===== config.mk =====
export PLATFORM = sky130hd
export DESIGN_NAME = sensor_scan_sched
export DESIGN_NICKNAME = d
export VERILOG_FILES = /design/src/rtl/sensor_scan_sched_pkg.sv /design/src/rtl/sensor_scan_sched_rr_arbiter4.sv /design/src/rtl/sensor_scan_sched.sv
export SDC_FILE = /design/constraint.sdc
export NUM_CORES = 1
export LEC_CHECK = 0
export CORE_MARGIN = 2
export CORE_UTILIZATION = 42
export CTS_BUF_LIST = sky130_fd_sc_hd__clkbuf_8 sky130_fd_sc_hd__clkbuf_16
export CTS_CLUSTER_DIAMETER = 30
export DETAILED_ROUTE_END_ITERATION = 8
export PLACE_DENSITY_LB_ADDON = 0.3
export SLEW_MARGIN = 20
export SYNTH_ARGS = -nofsm -noshare
export SYNTH_HDL_FRONTEND = slang
export SYNTH_SLANG_ARGS = --single-unit

===== constraint.sdc =====
create_clock -name clk -period 2.6 [get_ports clk]
set_input_delay 0.52 -clock clk [delete_from_list [all_inputs] [get_ports clk]]
set_output_delay 0.52 -clock clk [all_outputs]
set_load 0.005 [all_outputs]

===== src/rtl/sensor_scan_sched_pkg.sv =====
// Shared constants, FSM state type and sample-select helper for the
// sensor change-detect scan scheduler.
package sensor_pkg;

  localparam int unsigned NUM_CH = 4;
  localparam int unsigned DATA_W = 8;
  localparam int unsigned CH_W   = 2;

  typedef enum logic [1:0] {
    ST_IDLE,
    ST_ISSUE,
    ST_CAPTURE
  } state_e;

  function automatic logic [DATA_W-1:0] pick_sample(
    input logic [NUM_CH*DATA_W-1:0] s,
    input logic [CH_W-1:0]          idx
  );
    pick_sample = s[int'(idx)*int'(DATA_W) +: DATA_W];
  endfunction

endpackage


===== src/rtl/sensor_scan_sched_rr_arbiter4.sv =====
// Combinational 4-way round-robin pick: the first eligible requester after
// ptr wins; masked requesters are skipped.
module rr_arbiter4
  import sensor_pkg::*;
(
  input  logic [NUM_CH-1:0] req,
  input  logic [NUM_CH-1:0] mask,
  input  logic [CH_W-1:0]   ptr,
  output logic              valid,
  output logic [NUM_CH-1:0] grant_oh,
  output logic [CH_W-1:0]   grant_idx
);

  logic [NUM_CH-1:0] eligible;
  logic [CH_W-1:0]   cand;

  always_comb begin
    valid     = 1'b0;
    grant_oh  = '0;
    grant_idx = '0;
    cand      = '0;
    eligible  = req & ~mask;
    // Offset NUM_CH wraps back to ptr itself, so it has lowest priority.
    for (int unsigned i = 1; i <= NUM_CH; i++) begin
      cand = ptr + CH_W'(i);
      if (!valid && eligible[cand]) begin
        valid           = 1'b1;
        grant_idx       = cand;
        grant_oh[cand]  = 1'b1;
      end
    end
  end

endmodule


===== src/rtl/sensor_scan_sched.sv =====
// Round-robin scheduler sharing one change-detect co-processor between four
// sample producers, with sticky event flags, event counter and host irq.
module sensor_scan_sched
  import sensor_pkg::*;
#(
  parameter int unsigned CNT_W = 8
) (
  input  logic                     clk,
  input  logic                     reset,
  input  logic [NUM_CH-1:0]        req,
  input  logic [NUM_CH*DATA_W-1:0] sample_in,
  output logic [NUM_CH-1:0]        ack,
  output logic [CH_W-1:0]          cp_check,
  output logic [DATA_W-1:0]        cp_data,
  input  logic                     cp_q,
  output logic [NUM_CH-1:0]        event_flags,
  input  logic [NUM_CH-1:0]        event_clr,
  input  logic                     irq_en,
  output logic                     irq,
  output logic [CNT_W-1:0]         evt_count,
  input  logic                     cnt_clr,
  output logic                     busy
);

  state_e              state_q, state_d;
  logic [CH_W-1:0]     ptr_q, ptr_d;
  logic [CH_W-1:0]     check_q, check_d;
  logic [DATA_W-1:0]   data_q, data_d;
  logic [NUM_CH-1:0]   ack_q, ack_d;
  logic [NUM_CH-1:0]   flags_q, flags_d;
  logic [CNT_W-1:0]    cnt_q, cnt_d;

  logic [NUM_CH-1:0]   arb_mask;
  logic                arb_valid;
  logic [NUM_CH-1:0]   arb_oh;
  logic [CH_W-1:0]     arb_idx;
  logic [NUM_CH-1:0]   set_mask;
  logic                inc;

  // The channel being acked still holds req during CAPTURE.
  assign arb_mask = (state_q == ST_CAPTURE) ? ack_q : '0;

  rr_arbiter4 u_arb (
    .req       (req),
    .mask      (arb_mask),
    .ptr       (ptr_q),
    .valid     (arb_valid),
    .grant_oh  (arb_oh),
    .grant_idx (arb_idx)
  );

  always_comb begin
    state_d  = state_q;
    ptr_d    = ptr_q;
    check_d  = check_q;
    data_d   = data_q;
    ack_d    = '0;
    set_mask = '0;
    inc      = 1'b0;

    unique case (state_q)
      ST_IDLE: begin
        if (arb_valid) begin
          state_d = ST_ISSUE;
          ptr_d   = arb_idx;
          check_d = arb_idx;
          data_d  = pick_sample(sample_in, arb_idx);
        end
      end
      ST_ISSUE: begin
        ack_d[check_q] = 1'b1;
        state_d        = ST_CAPTURE;
      end
      ST_CAPTURE: begin
        if (cp_q) begin
          set_mask[check_q] = 1'b1;
          inc               = 1'b1;
        end
        if (arb_valid) begin
          state_d = ST_ISSUE;
          ptr_d   = arb_idx;
          check_d = arb_idx;
          data_d  = pick_sample(sample_in, arb_idx);
        end else begin
          state_d = ST_IDLE;
        end
      end
      default: state_d = ST_IDLE;
    endcase

    flags_d = (flags_q & ~event_clr) | set_mask;

    if (cnt_clr)
      cnt_d = '0;
    else if (inc && (cnt_q != '1))
      cnt_d = cnt_q + CNT_W'(1);
    else
      cnt_d = cnt_q;
  end

  always_ff @(posedge clk or posedge reset) begin
    if (reset) begin
      state_q <= ST_IDLE;
      ptr_q   <= CH_W'(NUM_CH - 1);
      check_q <= '0;
      data_q  <= '0;
      ack_q   <= '0;
      flags_q <= '0;
      cnt_q   <= '0;
    end else begin
      state_q <= state_d;
      ptr_q   <= ptr_d;
      check_q <= check_d;
      data_q  <= data_d;
      ack_q   <= ack_d;
      flags_q <= flags_d;
      cnt_q   <= cnt_d;
    end
  end

  assign ack         = ack_q;
  assign cp_check    = check_q;
  assign cp_data     = data_q;
  assign event_flags = flags_q;
  assign evt_count   = cnt_q;
  assign busy        = (state_q != ST_IDLE);
  assign irq         = irq_en & (|flags_q);

  logic unused_arb_oh;
  assign unused_arb_oh = |arb_oh;

endmodule


## Yosys cells after proc, flatten, opt, wreduce, memory -nomap -nowiden

Index checks and enable logic that the tools add are counted.

| storage, ports and cells | value |
|---|---|
| register bits after elaboration | 30 |
| bits of input ports | 45 |
| output and inout bits | 28 |
| logic and storage cells | 71 |

| cells by class | value |
|---|---|
| add/sub/neg operators | 4 |
| $lt $le $gt $ge | 6 |
| eq/ne operators | 4 |
| shift-type cells | 1 |
| multiplexer cells | 29 |
| bitwise gates (word level) | 6 |
| reduce and logical (&&, ||, !) cells | 14 |

Operator list:

| cell | count |
|---|---|
| $shiftx 32x6->8 | 1 |
| $mux 4 | 4 |
| $mux 8 | 2 |
| $lt 2x3->1 const B | 5 |
| $mux 1 | 12 |
| $mux 2 | 5 |
| $add 8x1->8 const B | 1 |
| $and 4x4->4 | 2 |
| $bmux 1 s2 | 4 |
| $ne 8x8->1 const B | 1 |
| $not 4->4 | 2 |
| $pmux 2 s3 | 1 |
| $logic_and 1x1->1 | 5 |
| $add 2x2->2 const B | 2 |
| $or 4x4->4 | 1 |
| $reduce_bool 2->1 | 2 |
| $reduce_or 4->1 | 1 |
| $logic_not 1->1 | 3 |
| $add 2x1->2 const B | 1 |
| $demux 1 s2 | 1 |
| $eq 2x1->1 const B | 1 |
| $eq 2x2->1 const B | 1 |
| $ge 2x1->1 const B | 1 |
| $logic_not 2->1 | 1 |
| other kinds (4) | 4 |

## Longest topological paths before layout

| logic depth | value |
|---|---|
| word-level depth | 18 |
| gate-level depth with buffers | 8 |
| depth with buffers taken out | 7 |

## Modules after synthesis

From an unflattened synthesis, not the netlist that was laid out.

| unflattened totals | value |
|---|---|
| cell total of the unflattened synthesis | 197 |
| area total of the unflattened synthesis | 1988.2 sq um |

Modules (own cells, without submodules):

| module | instances | cells each | area each (sq um) | seq. area each (sq um) |
|---|---|---|---|---|
| sensor_scan_sched | 1 | 143 | 1549.0 | 753.2 |
| rr_arbiter4 | 1 | 54 | 439.2 | 0.0 |

## Least setup slack after synthesis

Ideal clock, no wire load.

| timing path | value |
|---|---|
| path type | register to register |
| from | reg state_q[0] |
| to | reg data_q[1], in the netlist cp_data[1] |
| library setup time | 0.123 ns |
| data arrival time | 2.037 ns |
| data required time | 2.477 ns |
| slack | 0.440 ns |
| cell stages (with the launch flop) | 9 |
| path buffers | 2 |
| period minus slack after synthesis | 2.160 ns |
| cell sequence | dfrtp_1 nand3b_4 a22o_1 a32oi_4 and2_4 buf_12 buf_12 mux2_4 o221a_1 |

| on the way | value |
|---|---|
| longest elaborated chain between the ends | 17 |
| elaborated cells between the ends (all ways) | 30 |
| those cells by class | eq/ne (1); shift (1); mux (17); bitwise (2); reduce/logical (9) |

RTL lines:

| item | line | source |
|---|---|---|
| from (decl) | sensor_scan_sched.sv:25 | `state_e state_q, state_d;` |
| from (signal assigned) | sensor_scan_sched.sv:111 | `state_q <= state_d;` |
| $eq 2x2->1 | sensor_scan_sched.sv:41, sensor_scan_sched.sv:61 |  |
| $mux 4 | sensor_scan_sched.sv:41 | `assign arb_mask = (state_q == ST_CAPTURE) ? ack_q : '0;` |
| $not 4->4 | sensor_scan_sched_rr_arbiter4.sv:22 | `eligible = req & ~mask;` |
| $and 4x4->4 | sensor_scan_sched_rr_arbiter4.sv:22 |  |
| $bmux 1 s2 | sensor_scan_sched_rr_arbiter4.sv:26 | `if (!valid && eligible[cand]) begin` |
| $mux 1 (implied by the code) | sensor_scan_sched_rr_arbiter4.sv:26 |  |
| $mux 1 | sensor_scan_sched_rr_arbiter4.sv:26 |  |
| $logic_not 1->1 | sensor_scan_sched_rr_arbiter4.sv:26 |  |
| $logic_and 1x1->1 | sensor_scan_sched_rr_arbiter4.sv:26 |  |
| $mux 1 | sensor_scan_sched_rr_arbiter4.sv:26 |  |
| $logic_not 1->1 | sensor_scan_sched_rr_arbiter4.sv:26 |  |
| $logic_and 1x1->1 | sensor_scan_sched_rr_arbiter4.sv:26 |  |
| $mux 1 | sensor_scan_sched_rr_arbiter4.sv:26 |  |
| $logic_not 1->1 | sensor_scan_sched_rr_arbiter4.sv:26 |  |
| $logic_and 1x1->1 | sensor_scan_sched_rr_arbiter4.sv:26 |  |
| $mux 2 / $mux 1 (equally long branches) | sensor_scan_sched_rr_arbiter4.sv:26 |  |
| $shiftx 32x6->8 / $reduce_and 2->1 (equally long branches) | - |  |
| to (signal assigned) | sensor_scan_sched.sv:114 | `data_q <= data_d;` |
| to (decl) | sensor_scan_sched.sv:28 | `logic [DATA_W-1:0] data_q, data_d;` |

Parallel ways exist; a longest one is shown, timed or not. The select of a mux whose other input is x is not followed.
A chain may end at the register's enable or synchronous reset.

## Worst setup path after layout

| timing path | value |
|---|---|
| from | in req[1] |
| to | reg data_q[0], in the netlist cp_data[0] |

| on the way | value |
|---|---|
| longest elaborated chain between the ends | 14 |
| elaborated cells between the ends (all ways) | 25 |
| those cells by class | shift (1); mux (16); bitwise (1); reduce/logical (7) |

RTL lines:

| item | line | source |
|---|---|---|
| from (decl) | sensor_scan_sched.sv:10 | `input logic [NUM_CH-1:0] req,` |
| $and 4x4->4 (*) | sensor_scan_sched_rr_arbiter4.sv:22 |  |
| $bmux 1 s2 | sensor_scan_sched_rr_arbiter4.sv:26 |  |
| $mux 1 (implied by the code) | sensor_scan_sched_rr_arbiter4.sv:26 |  |
| $mux 1 | sensor_scan_sched_rr_arbiter4.sv:26 |  |
| $logic_not 1->1 | sensor_scan_sched_rr_arbiter4.sv:26 |  |
| $logic_and 1x1->1 | sensor_scan_sched_rr_arbiter4.sv:26 |  |
| $mux 1 | sensor_scan_sched_rr_arbiter4.sv:26 |  |
| $logic_not 1->1 | sensor_scan_sched_rr_arbiter4.sv:26 |  |
| $logic_and 1x1->1 | sensor_scan_sched_rr_arbiter4.sv:26 |  |
| $mux 1 | sensor_scan_sched_rr_arbiter4.sv:26 |  |
| $logic_not 1->1 | sensor_scan_sched_rr_arbiter4.sv:26 |  |
| $logic_and 1x1->1 | sensor_scan_sched_rr_arbiter4.sv:26 |  |
| $mux 2 / $mux 1 (equally long branches) | sensor_scan_sched_rr_arbiter4.sv:26 |  |
| $shiftx 32x6->8 / $reduce_and 2->1 (equally long branches) | - |  |

Mark *: on every way between the ends. The rest lies on a longest branch, timed or not. The select of a mux whose other input is x is not followed.

==> qor.yml <==
critical_path:
  cp.required_ns: 2.76
  ff2ff_setup_slack_ns: 0.43
  arrival_ns: 2.40
  path_max_fanout: 17
  crit_type: "input pin to flip-flop"
  cp-end-kind: "flip-flop"
  start_kind: "input pin"
routing:
  vias: 1495
  vias_per_cell: 5.137
  drc: 0
  first_pass_iters: 4
  drt_wl_total_um: 4085
  drtIter0Drc: 67
  wl_per_cell_um: 14.04
  drtAntennaViolNets: 0
clock_tree:
  post-cts-setup-buffers: 0
  htree_num_levels: 2
  ctsHoldBuffers: 0
  path_clk_slew_ns: 0.07
  clkLatencyLatePin_ns: 0.27
  cts_tree: "built"
  cts_sinks: 30
  cts_max_path_buffers: 2
  ctsResizeCount: 0
  numCtsBuffers: 5
  cts-root-buf: "clkbuf_8"
grt:
  grt_pass1_vias: 1448
  gr-usage-all-layers: 0.1922
  overflow: 0
  grt_pass1_wl_um: 6706
  grt_max_degree: 31
  grt_antenna_before_repair: 0
floorplanning:
  row_count: 23
  die_area_mm2: 0.004621
  start_util: 0.4329
  die_x_um: 67.98
  io_pins: 73
  die_h_um: 67.98
  core-area_mm2: 0.003971
outcome:
  status: "finished, final reports clean"
layout:
  final_nets: 286
  fin_area_mm2: 0.002571
  antennaDiodeCount: 0
  area_growth_pct: 49.56
  instances_no_fill: 291
  regArea_um2: 753.2
  drive_gt1_frac: 0.1369
  multiInputGateArea_um2: 875.8
  final_cell_mix: "72 x clkdlybuf4s50_1, 28 x dfrtp_1, 15 x nor2_1, 11 x nand2b_1, 11 x nand2_1"
  mostFrequentLayoutCell: "clkdlybuf4s50_1"
  fillerInstances: 342
sta:
  worstMarginPinSlew_ns: 0.4302
  max_freq_ghz: 0.4452
  setup_violations: 0
  rsz0062_at_grt: "no"
  timing_hold_violations_final: 0
  setup_tns_ns: 0
  fin_crit_sh: 0.8639
  slew_headroom: 0.7121
  finalMaxSlewViolations: 0
  fin_crit_ns: 2.246
  finClkSkew_ns: 0.003171
min_path:
  min_path_type: "flip-flop to flip-flop"
synth:
  syn_avg_cell_area_um2: 10.55
  synth_area_leader_cell: "dfrtp_1"
  synthArstFlopShare: 1.000
  synth_area_leaders: "dfrtp_1 41%, mux2_2 4.6%, a211o_1 4.1%"
  ys_ff_latch: 30
  ys_seq_area_frac: 0.4381
  synth_top_area_frac: 0.4076
  synth_nets: 209
  synthFlopType: "dfrtp_1"
  synth_area_mm2: 0.001719
  synth_cells: 163
  synth_cell_type_count: 45
  yosys_warnings: 0
  synth_edf_count: 0
placement:
  gp_congestion: 0.7876
  dp_hpwl_um: 3110
  dpl_cell_area_mm2: 0.002476
  post-place-cells: 283
  port_buffers: 72
pwr:
  total_leakage_power_nw: 1.063
  vdd.ir_drop.worst_v: 0.0004185
  power_density_mw_per_mm2: 813.0
flow_run:
  drv_cap: 0
## logic make-up after synthesis
family                     after synthesis  share of synthesized area
buffers and inverters                   15                    0.05240
adders and majority gates                1                   0.007277
AOI/OAI and AO/OA                       44                     0.2300
and+or+nand+nor                         58                     0.1812
DFF                                     30                     0.4381
xor gates and xnor gates                 6                    0.03057
muxes                                    9                    0.06041
## critical path: stages
cell and delay (ns):
clkdlybuf4s50_1 0.48, a22o_1 0.27, a32oi_4 0.23, and2_4 0.30, mux2_2 0.36, o221a_1 0.23
## through the flow
step           utilization  total power [mW]  hold slack (ns)  setup WS (ns)
4_1_cts             0.6474             2.113           0.5369         0.3666
3_5_place_dp        0.6235             1.719           0.5266        0.08219
6_report            0.6474             2.090           0.5346         0.3539
3_3_place_gp        0.6235             1.700           0.5186         0.1113
2_1_floorplan            -             1.343           0.4950         0.4399
5_1_grt             0.6474             2.253           0.5534         0.2012
## synth_stat cells, types with 3 or more instances
cell type / n
dfrtp_1: 28
nor2_1: 15
nand2_1: 11
nand2b_1: 11
inv_1: 9
a211o_1: 8
a21boi_0: 8
mux2_2: 7
o22ai_1: 5
nand3_1: 4
o221a_1: 4
o221a_2: 4
xor2_1: 4
nand4_1: 3
nor2b_1: 3
## path summary, 6_finish.rpt
path,start,endpoint,cells past startpoint
min,ptr_q[0],ptr_q[0],2
min reg2reg,ptr_q[0],ptr_q[0],2
max,req[1],cp_data[0],6
max in group asynchronous,reset,ptr_q[0],3
max reg2reg,state_q[0],cp_data[0],6
min in group asynchronous,reset,evt_count[5],3
## area by class of cell
| class | count | share of cell area |
|---|---|---|
| clock buffers | 6 | 0.03212 |
| clock inverters | 2 | 0.004866 |
| inverters | 9 | 0.01314 |
| multi-input cells | 118 | 0.3406 |
| flip-flops and latches | 30 | 0.2929 |
| well taps | 50 | 0.02433 |
| repair buffers | 76 | 0.2920 |
## state kept, by name (all words and copies together), names as in the netlist
register     count
cp_data          8
evt_count        8
ack              4
event_flags      4
cp_check         2
ptr_q            2
state_q          2
## layer usage
metal	GRT usage	up-vias	share of wire
met3	0.05428	2	0.042
met5	0	-	0
li1	-	753	-
met2	0.3034	34	0.48
met1	0.2649	706	0.47
met4	0.03750	0	0.0032
## power breakdown
part,internal [mW],total [mW],switching (mW)
Combinational,0.580,0.960,0.380
Sequential,0.611,0.745,0.134
Clock,0.212,0.385,0.173
Note: power is estimated with default switching activity, not from simulation.
